[src/rtl/i2s_tx_fifo.sv]
// I2S / left-justified serial audio transmitter with a small stereo sample FIFO.
// Bit timing comes from the shared master counter. A frame is loaded at the
// load point and shifted out MSB first, one bit per bclk period.
module i2s_tx_fifo #(
  parameter int unsigned DATA_W    = 16,
  parameter int unsigned SLOT_LOG2 = 4,
  parameter int unsigned BCLK_LOG2 = 5,
  parameter int unsigned FIFO_AW   = 2,
  localparam int unsigned CNT_W    = BCLK_LOG2 + SLOT_LOG2 + 1
) (
  input  logic              clk_in,
  input  logic              reset_in,
  input  logic [CNT_W-1:0]  master_count_in,
  input  logic [DATA_W-1:0] left_in,
  input  logic [DATA_W-1:0] right_in,
  input  logic              data_valid_in,
  output logic              ready_out,
  input  logic              mode_in,
  input  logic              mute_in,
  input  logic              underrun_clr_in,
  output logic              underrun_out,
  output logic [FIFO_AW:0]  fifo_level_out,
  output logic              d_out,
  output logic              ws_out,
  output logic              bclk_out
);

  localparam int unsigned SLOT_W  = 1 << SLOT_LOG2;
  localparam int unsigned FRAME_W = 2 * SLOT_W;
  localparam int unsigned PAD_W   = SLOT_W - DATA_W;
  localparam int unsigned DEPTH   = 1 << FIFO_AW;
  localparam int unsigned POS_W   = SLOT_LOG2 + 1;
  localparam int unsigned PTR_W   = FIFO_AW + 1;

  typedef struct packed {
    logic [DATA_W-1:0] left;
    logic [DATA_W-1:0] right;
  } sample_t;

  sample_t            mem_q [DEPTH];
  logic [PTR_W-1:0]   wr_ptr_q, wr_ptr_d;
  logic [PTR_W-1:0]   rd_ptr_q, rd_ptr_d;
  logic [PTR_W-1:0]   level_q, level_d;
  logic               ready_q, ready_d;
  logic [FRAME_W-1:0] sr_q, sr_d;
  logic               mode_q, mode_d;
  logic               primed_q, primed_d;
  logic               underrun_q, underrun_d;

  logic               tick_c;
  logic [POS_W-1:0]   pos_c;
  logic               frame_start_c;
  logic               frame_end_c;
  logic               load_c;
  logic               empty_c;
  logic               full_c;
  logic               push_c;
  logic               pop_c;
  logic               underrun_set_c;
  sample_t            head_c;
  logic [SLOT_W-1:0]  l_slot_c;
  logic [SLOT_W-1:0]  r_slot_c;

  // Serial clocks straight from the master counter, independent of reset.
  assign bclk_out = master_count_in[BCLK_LOG2-1];
  assign ws_out   = master_count_in[CNT_W-1];

  // Frame timing decode: tick is the last clk of each bclk period.
  assign tick_c        = &master_count_in[BCLK_LOG2-1:0];
  assign pos_c         = master_count_in[CNT_W-1:BCLK_LOG2];
  assign frame_start_c = tick_c && (pos_c == '0);
  assign frame_end_c   = tick_c && (pos_c == POS_W'(FRAME_W - 1));
  assign load_c        = mode_q ? frame_end_c : frame_start_c;

  // FIFO status; full and empty come from registered pointers only.
  assign empty_c = (wr_ptr_q == rd_ptr_q);
  assign full_c  = (wr_ptr_q[FIFO_AW] != rd_ptr_q[FIFO_AW]) &&
                   (wr_ptr_q[FIFO_AW-1:0] == rd_ptr_q[FIFO_AW-1:0]);
  assign push_c  = data_valid_in && !full_c;
  assign pop_c   = load_c && !empty_c;

  // Head entry placed MSB-aligned in its slot with zero padding below.
  assign head_c   = mem_q[rd_ptr_q[FIFO_AW-1:0]];
  assign l_slot_c = SLOT_W'(head_c.left) << PAD_W;
  assign r_slot_c = SLOT_W'(head_c.right) << PAD_W;

  // An empty load only counts as underrun once the stream has started.
  assign underrun_set_c = load_c && empty_c && primed_q;

  // Next-state logic for pointers, shifter, flags and effective mode.
  always_comb begin
    wr_ptr_d   = wr_ptr_q;
    rd_ptr_d   = rd_ptr_q;
    sr_d       = sr_q;
    mode_d     = mode_q;
    primed_d   = primed_q;
    underrun_d = underrun_q;

    if (push_c) begin
      wr_ptr_d = wr_ptr_q + PTR_W'(1);
      primed_d = 1'b1;
    end
    if (pop_c) begin
      rd_ptr_d = rd_ptr_q + PTR_W'(1);
    end

    if (load_c) begin
      if (!empty_c && !mute_in) begin
        sr_d = {l_slot_c, r_slot_c};
      end else begin
        sr_d = '0;
      end
    end else if (tick_c) begin
      sr_d = {sr_q[FRAME_W-2:0], 1'b0};
    end

    if (frame_end_c) begin
      mode_d = mode_in;
    end

    if (underrun_set_c) begin
      underrun_d = 1'b1;
    end else if (underrun_clr_in) begin
      underrun_d = 1'b0;
    end

    level_d = level_q + PTR_W'(push_c) - PTR_W'(pop_c);
    ready_d = (level_d != PTR_W'(DEPTH));
  end

  // Control and datapath registers.
  always_ff @(posedge clk_in or posedge reset_in) begin
    if (reset_in) begin
      wr_ptr_q   <= '0;
      rd_ptr_q   <= '0;
      level_q    <= '0;
      ready_q    <= 1'b1;
      sr_q       <= '0;
      mode_q     <= 1'b0;
      primed_q   <= 1'b0;
      underrun_q <= 1'b0;
    end else begin
      wr_ptr_q   <= wr_ptr_d;
      rd_ptr_q   <= rd_ptr_d;
      level_q    <= level_d;
      ready_q    <= ready_d;
      sr_q       <= sr_d;
      mode_q     <= mode_d;
      primed_q   <= primed_d;
      underrun_q <= underrun_d;
    end
  end

  // Sample storage; contents are don't-care until written.
  always_ff @(posedge clk_in) begin
    if (push_c) begin
      mem_q[wr_ptr_q[FIFO_AW-1:0]] <= '{left: left_in, right: right_in};
    end
  end

  assign ready_out      = ready_q;
  assign fifo_level_out = level_q;
  assign underrun_out   = underrun_q;
  assign d_out          = sr_q[FRAME_W-1];

endmodule

[config.mk]
export PLATFORM = sky130hd
export DESIGN_NAME = i2s_tx_fifo
export DESIGN_NICKNAME = d
export VERILOG_FILES = /design/src/rtl/i2s_tx_fifo.sv
export SDC_FILE = /design/constraint.sdc
export NUM_CORES = 1
export LEC_CHECK = 0
export ABC_AREA = 1
export BUFFER_PORTS_ARGS = -buffer_cell sky130_fd_sc_hd__clkbuf_2
export CAP_MARGIN = 20
export CORE_MARGIN = 10
export CORE_UTILIZATION = 56
export DETAILED_ROUTE_END_ITERATION = 12
export GPL_TIMING_DRIVEN = 0
export PLACE_DENSITY = 0.85
export REMOVE_ABC_BUFFERS = 1
export SYNTH_ARGS = -nofsm -noshare
export SYNTH_HDL_FRONTEND = slang
export SYNTH_SLANG_ARGS = --single-unit
[constraint.sdc]
create_clock -name clk_in -period 4.2 [get_ports clk_in]
set_clock_uncertainty 0.05 [all_clocks]
set_input_delay 0.84 -clock clk_in [delete_from_list [all_inputs] [get_ports clk_in]]
set_output_delay 0.84 -clock clk_in [all_outputs]
set_load 0.1 [all_outputs]
# Word level (Yosys, flattened, before mapping)

Memory sizes are Yosys's and may differ from the RTL's.
Cells that the tools add are included.
Widths: inputs -> output; s select.

Input port bits: 48
Bits in read-only memories: 0
Flip-flop bits (word level): 45
Bits in latches: 0
Memories kept: 1
Bits in writable memories: 128
Word-level logic and storage cells: 41
Output and inout bits: 8

Shift-type cells: 0
$lt $le $gt $ge: 0
$mul: 0
Muxes and demuxes: 8
Add/subtract/negate cells: 4
Equality and inequality tests: 5
Reductions and logical operators: 15
Div/mod/pow operators: 0
Bitwise operators: 0

Memory list:

| memory | depth | width | rd ports | clocked after memory_dff | wr ports | line | text |
|---|---|---|---|---|---|---|---|
| mem_q  | 4     | 32    | 1        | 0                        | 1        | 40   | `sample_t mem_q [DEPTH];` |

Operators by type and width:

| kind                | number |
|---|---|
| $mux 32             | 3 |
| $logic_and 1x1->1   | 8 |
| $add 3x1->3 const B | 2 |
| $eq 5x5->1 const B  | 1 |
| $logic_not 5->1     | 1 |
| $mux 1              | 5 |
| $reduce_and 5->1    | 1 |
| $reduce_bool 2->1   | 2 |
| $add 3x1->3         | 1 |
| $eq 3x3->1          | 1 |
| $logic_not 1->1     | 3 |
| $ne 3x3->1 const B  | 1 |
| $sub 3x1->3         | 1 |
| $eq 2x2->1          | 1 |
| $ne 1x1->1          | 1 |

# Longest topological paths before layout

Word-level depth: 7
Depth in mapped cells: 14
Gate-level depth less buffers: 14

# Least setup slack after synthesis

No wires, ideal clock.

Path kind: input -> register
Start point: input port master_count_in[2]
End point: register ready_q, in the netlist ready_out
Setup time: 84 ps
Slack: 1439 ps
Cell stages on the path: 13
Data arrival time: 2627 ps
Buffers on the path: 0
Required time: 4066 ps
Cell sequence: nand2_1 > nor2_4 > nand2_1 > nand2_2 > nand2_4 > nor2_4 > ha_1 > inv_1 > ha_1 > fa_1 > xnor2_1 > xor2_1 > nand2_1

Word-level cells in the longest chain between the ends: 6
Elaborated cells between the ends (all ways): 7
Classes of those cells: 1 x add/sub; 1 x eq/ne; 1 x mux; 4 x reduce/logical

Ends and longest elaborated chain:

| item                                 | line   | text |
|---|---|---|
| from (decl)                          | 13     | `input logic [CNT_W-1:0] master_count_in,` |
| $reduce_and 5->1 (*)                 | 69     | `assign tick_c = &master_count_in[BCLK_LOG2-1:0];` |
| $logic_and 1x1->1 (on tied branches) | 71, 72 |  |
| $mux 1 (*)                           | 73     | `assign load_c = mode_q ? frame_end_c : frame_start_c;` |
| $logic_and 1x1->1 (*)                | 80     | `assign pop_c = load_c && !empty_c;` |
| via pop_c                            | 58     | `logic pop_c;` |
| $sub 3x1->3 (*)                      | 127    | `level_d = level_q + PTR_W'(push_c) - PTR_W'(pop_c);` |
| via level_d[2]                       | 43     | `logic [PTR_W-1:0] level_q, level_d;` |
| $ne 3x3->1 (*)                       | 128    | `ready_d = (level_d != PTR_W'(DEPTH));` |
| via ready_d                          | 44     | `logic ready_q, ready_d;` |
| to (signal assigned)                 | 146    | `ready_q <= ready_d;` |
| to (decl)                            | 44     |  |

The timed path passes the listed nets; every way through them passes the cells marked *.
A chain may end at the register's enable or synchronous reset.

# Final worst setup path

Start point: input port master_count_in[4]
End point: register ready_q, in the netlist ready_out

The elaborated chain is that of the path after synthesis.

==> results.yml <==
sta:
  fmax_mhz: 257.8
  tightest_slew_ns: 1.002
  max_slew_margin: 0.3311
  hold_ws_ns: 0.3003
  final.period_utilization: 0.9234
  period_minus_slack_ns: 3.878
  tns_ns: 0
  slew_violations: 0
  setup_slack_ns: 0.3215
  rsz0062_at_grt: "no"
  setup-violations-final: 0
  hold_viol: 0
setup_path:
  r2r-start: "rd_ptr_q[0]$_DFFE_PP0P_"
  r2r_slack_ns: 0.52
  ff2ff_path_depth: 13
  end_kind: "flop"
  critPathKind: "input port to flop"
  cp_max_fo: 35
  worstPathRequired_ns: 4.51
  timing.rr.end: "ready_out$_DFF_PP1_"
  arrival_ns: 4.19
  cp-start-kind: "input port"
flow_run:
  cap_violations: 0
power:
  clkPwrFrac: 0.283
  combPwrFrac: 0.290
  peakVddDrop_mv: 0.4687
  power.net_switching_mw: 1.900
  power_mw: 5.495
  powerDensity_nw_per_um2: 606.8
  p_sw_frac: 0.3458
  seqPwrFrac: 0.427
  power_leakage_nw: 4.377
  internal_power_mw: 3.594
yosys:
  synth_area_leaders: "edfxtp_1 48%, dfrtp_1 14%, nand2_1 13%"
  synth_top_area_frac: 0.4782
  ys_types: 27
  synth_most_common_cell: "nand2_1"
  ys_top_cells_by_count: "271 x nand2_1, 173 x inv_1, 158 x nand3_1"
  synth_top_area_cell: "edfxtp_1"
  ys.flop_type: "edfxtp_1"
  netlist_area_um2: 8038
  async_reset_ff_frac: 0.2601
  yosysSeqAreaShare: 0.6185
  synth.avg_cell_area_um2: 9.303
  synth_edf_count: 128
  synth_seq_cells: 173
  synthCells: 864
  synth_warnings: 0
min_path:
  min_path_type: "input port to asynchronous set/reset pin"
floorplanning:
  core_um2: 13990
  die_h_um: 139.8
  rows: 43
  die_w_um: 139.8
  initial_core_util: 0.5746
  dieArea_um2: 19550
  io_pins: 56
layout:
  drive_gt1_frac: 0.1191
  diodes: 0
  multi_input_area_um2: 2182
  fillers: 1089
  final_core_util: 0.6473
  final_cell_area_um2: 9055
  fin_cells: 1095
  finalNetCount: 958
  area_delta_synth_final_pct: 12.66
  seq_area_um2: 4972
placement:
  portBuffers: 55
  place_ws_ns: -0.2423
  hpwl_um: 9767
  routabilityCongestion: 0.7726
  place_area_um2: 8453
  place_inst: 1062
drt:
  firstDrtPassIters: 5
  drc: 0
  postRouteWirelength_um: 17080
  wire_per_inst_um: 15.59
  ant_nets: 0
  drt_iter0_drc: 674
  via_count: 5766
  vias_per_cell: 5.266
clock_tree:
  htreeDepth: 4
  cts_tree: "built"
  ctsHoldBuffers: 0
  numCtsBuffers: 17
  clock-sinks: 173
  cts.path.max_buffers: 2
  clk_pin_slew_ns: 0.06
  clk_latency_ns: 0.44
  cts_root_buffer: "clkbuf_16"
run_status:
  status: "completed"
global_routing:
  grt_max_degree: 67
  grt_pass1_vias: 5766
  grt_pass1_wl_um: 27780
  antenna_found_initial: 0
  grt.total_usage: 0.1753
  globalRoute.totalOverflow: 0
## cells by family (layout without fill, tap and decap cells)
family,count (synthesis),count (layout),synth area share
simple gates,449,450,0.2396
flops,173,173,0.6185
buf+inv,219,269,0.1152
xor+xnor,5,5,0.005448
fa+ha+maj,8,8,0.01339
compound gates,10,10,0.007939
## critical path, stage by stage
cell      delay [ns]
clkbuf_2        0.10
nand3_2         0.15
nor2_4          0.46
nand2_1         0.13
nand2_2         0.56
nand2_4         0.40
nor2_4          0.29
ha_1            0.15
inv_1           0.04
ha_1            0.18
fa_1            0.38
xnor2_1         0.20
xor2_1          0.21
nand2_1         0.07
## flip-flops by register name, indices dropped and copies added, names as in the netlist
signal / count
mode_q: 1
ready_out: 1
mem_q: 128
underrun_out: 1
rd_ptr_q: 3
sr_q: 32
primed_q: 1
fifo_level_out: 3
wr_ptr_q: 3
## worst max-delay path by stage
stage / slack (ns) / startpoint / to / depth (start not counted)
floorplan: -0.08 / rd_ptr_q[0]$_DFFE_PP0P_ / mem_q[0][0]$_DFFE_PP_ / 6
global placement: -2.29 / rd_ptr_q[0]$_DFFE_PP0P_ / mem_q[2][26]$_DFFE_PP_ / 6
detailed placement: -0.24 / master_count_in[4] / ready_out$_DFF_PP1_ / 14
CTS: 0.04 / rd_ptr_q[1]$_DFFE_PP0P_ / ready_out$_DFF_PP1_ / 13
global route: 0.03 / master_count_in[4] / ready_out$_DFF_PP1_ / 14
finish: 0.32 / master_count_in[4] / ready_out$_DFF_PP1_ / 14
## final cells by class
type / instances / share of cell area
Inverter: 175 / 0.07337
Sequential cell: 173 / 0.5491
Clock inverter: 13 / 0.01631
Clock buffer: 19 / 0.04781
Timing Repair Buffer: 62 / 0.04753
Tap cell: 180 / 0.02487
Multi-Input combinational cell: 473 / 0.2410
## what timing repair did
| item | 4_1_cts | 5_1_grt |
|---|---|---|
| endpoints found under the setup margin | 2 | 2 |
| gates resized for setup | 1 | 4 |
| buffers inserted | 0 | 0 |
| pin swaps | 0 | 1 |
| hold endpoints to repair | 0 | 0 |
| gates cloned | 0 | 1 |
## power by group through the flow
stage | Clock, mW | Combinational, mW | Sequential, mW
3_5_place_dp | 0 | 1.56 | 2.38
6_report | 1.55 | 1.59 | 2.35
2_1_floorplan | 0 | 0.893 | 2.50
5_1_grt | 1.64 | 1.79 | 2.38
4_1_cts | 1.57 | 1.59 | 2.35
3_3_place_gp | 0 | 1.34 | 2.44
## cells in the final DEF (no fill, tap or decap), types with 2 or more instances in the layout
master / instances
inv_1: 172
nand2_2: 2
buf_16: 2
clkbuf_2: 55
edfxtp_1: 128
o22ai_1: 2
ha_1: 7
xor2_1: 4
clkinv_2: 6
bufinv_16: 3
buf_12: 5
nor2_1: 9
inv_6: 2
nor2_4: 6
clkbuf_1: 2
dfrtp_1: 43
o21ai_1: 2
nand2_1: 271
nand3_1: 158
clkbuf_16: 17
o21ai_0: 4
clkinvlp_4: 2
## per-layer routing
metal | GRT usage | vias up | wire length [um]
met5 | 0 | - | 0
met4 | 0.07554 | 0 | 452
met3 | 0.05070 | 47 | 1262
met2 | 0.2833 | 220 | 8367
met1 | 0.2140 | 2716 | 6994
li1 | - | 2783 | -
Power figures use the tool's default switching activity.
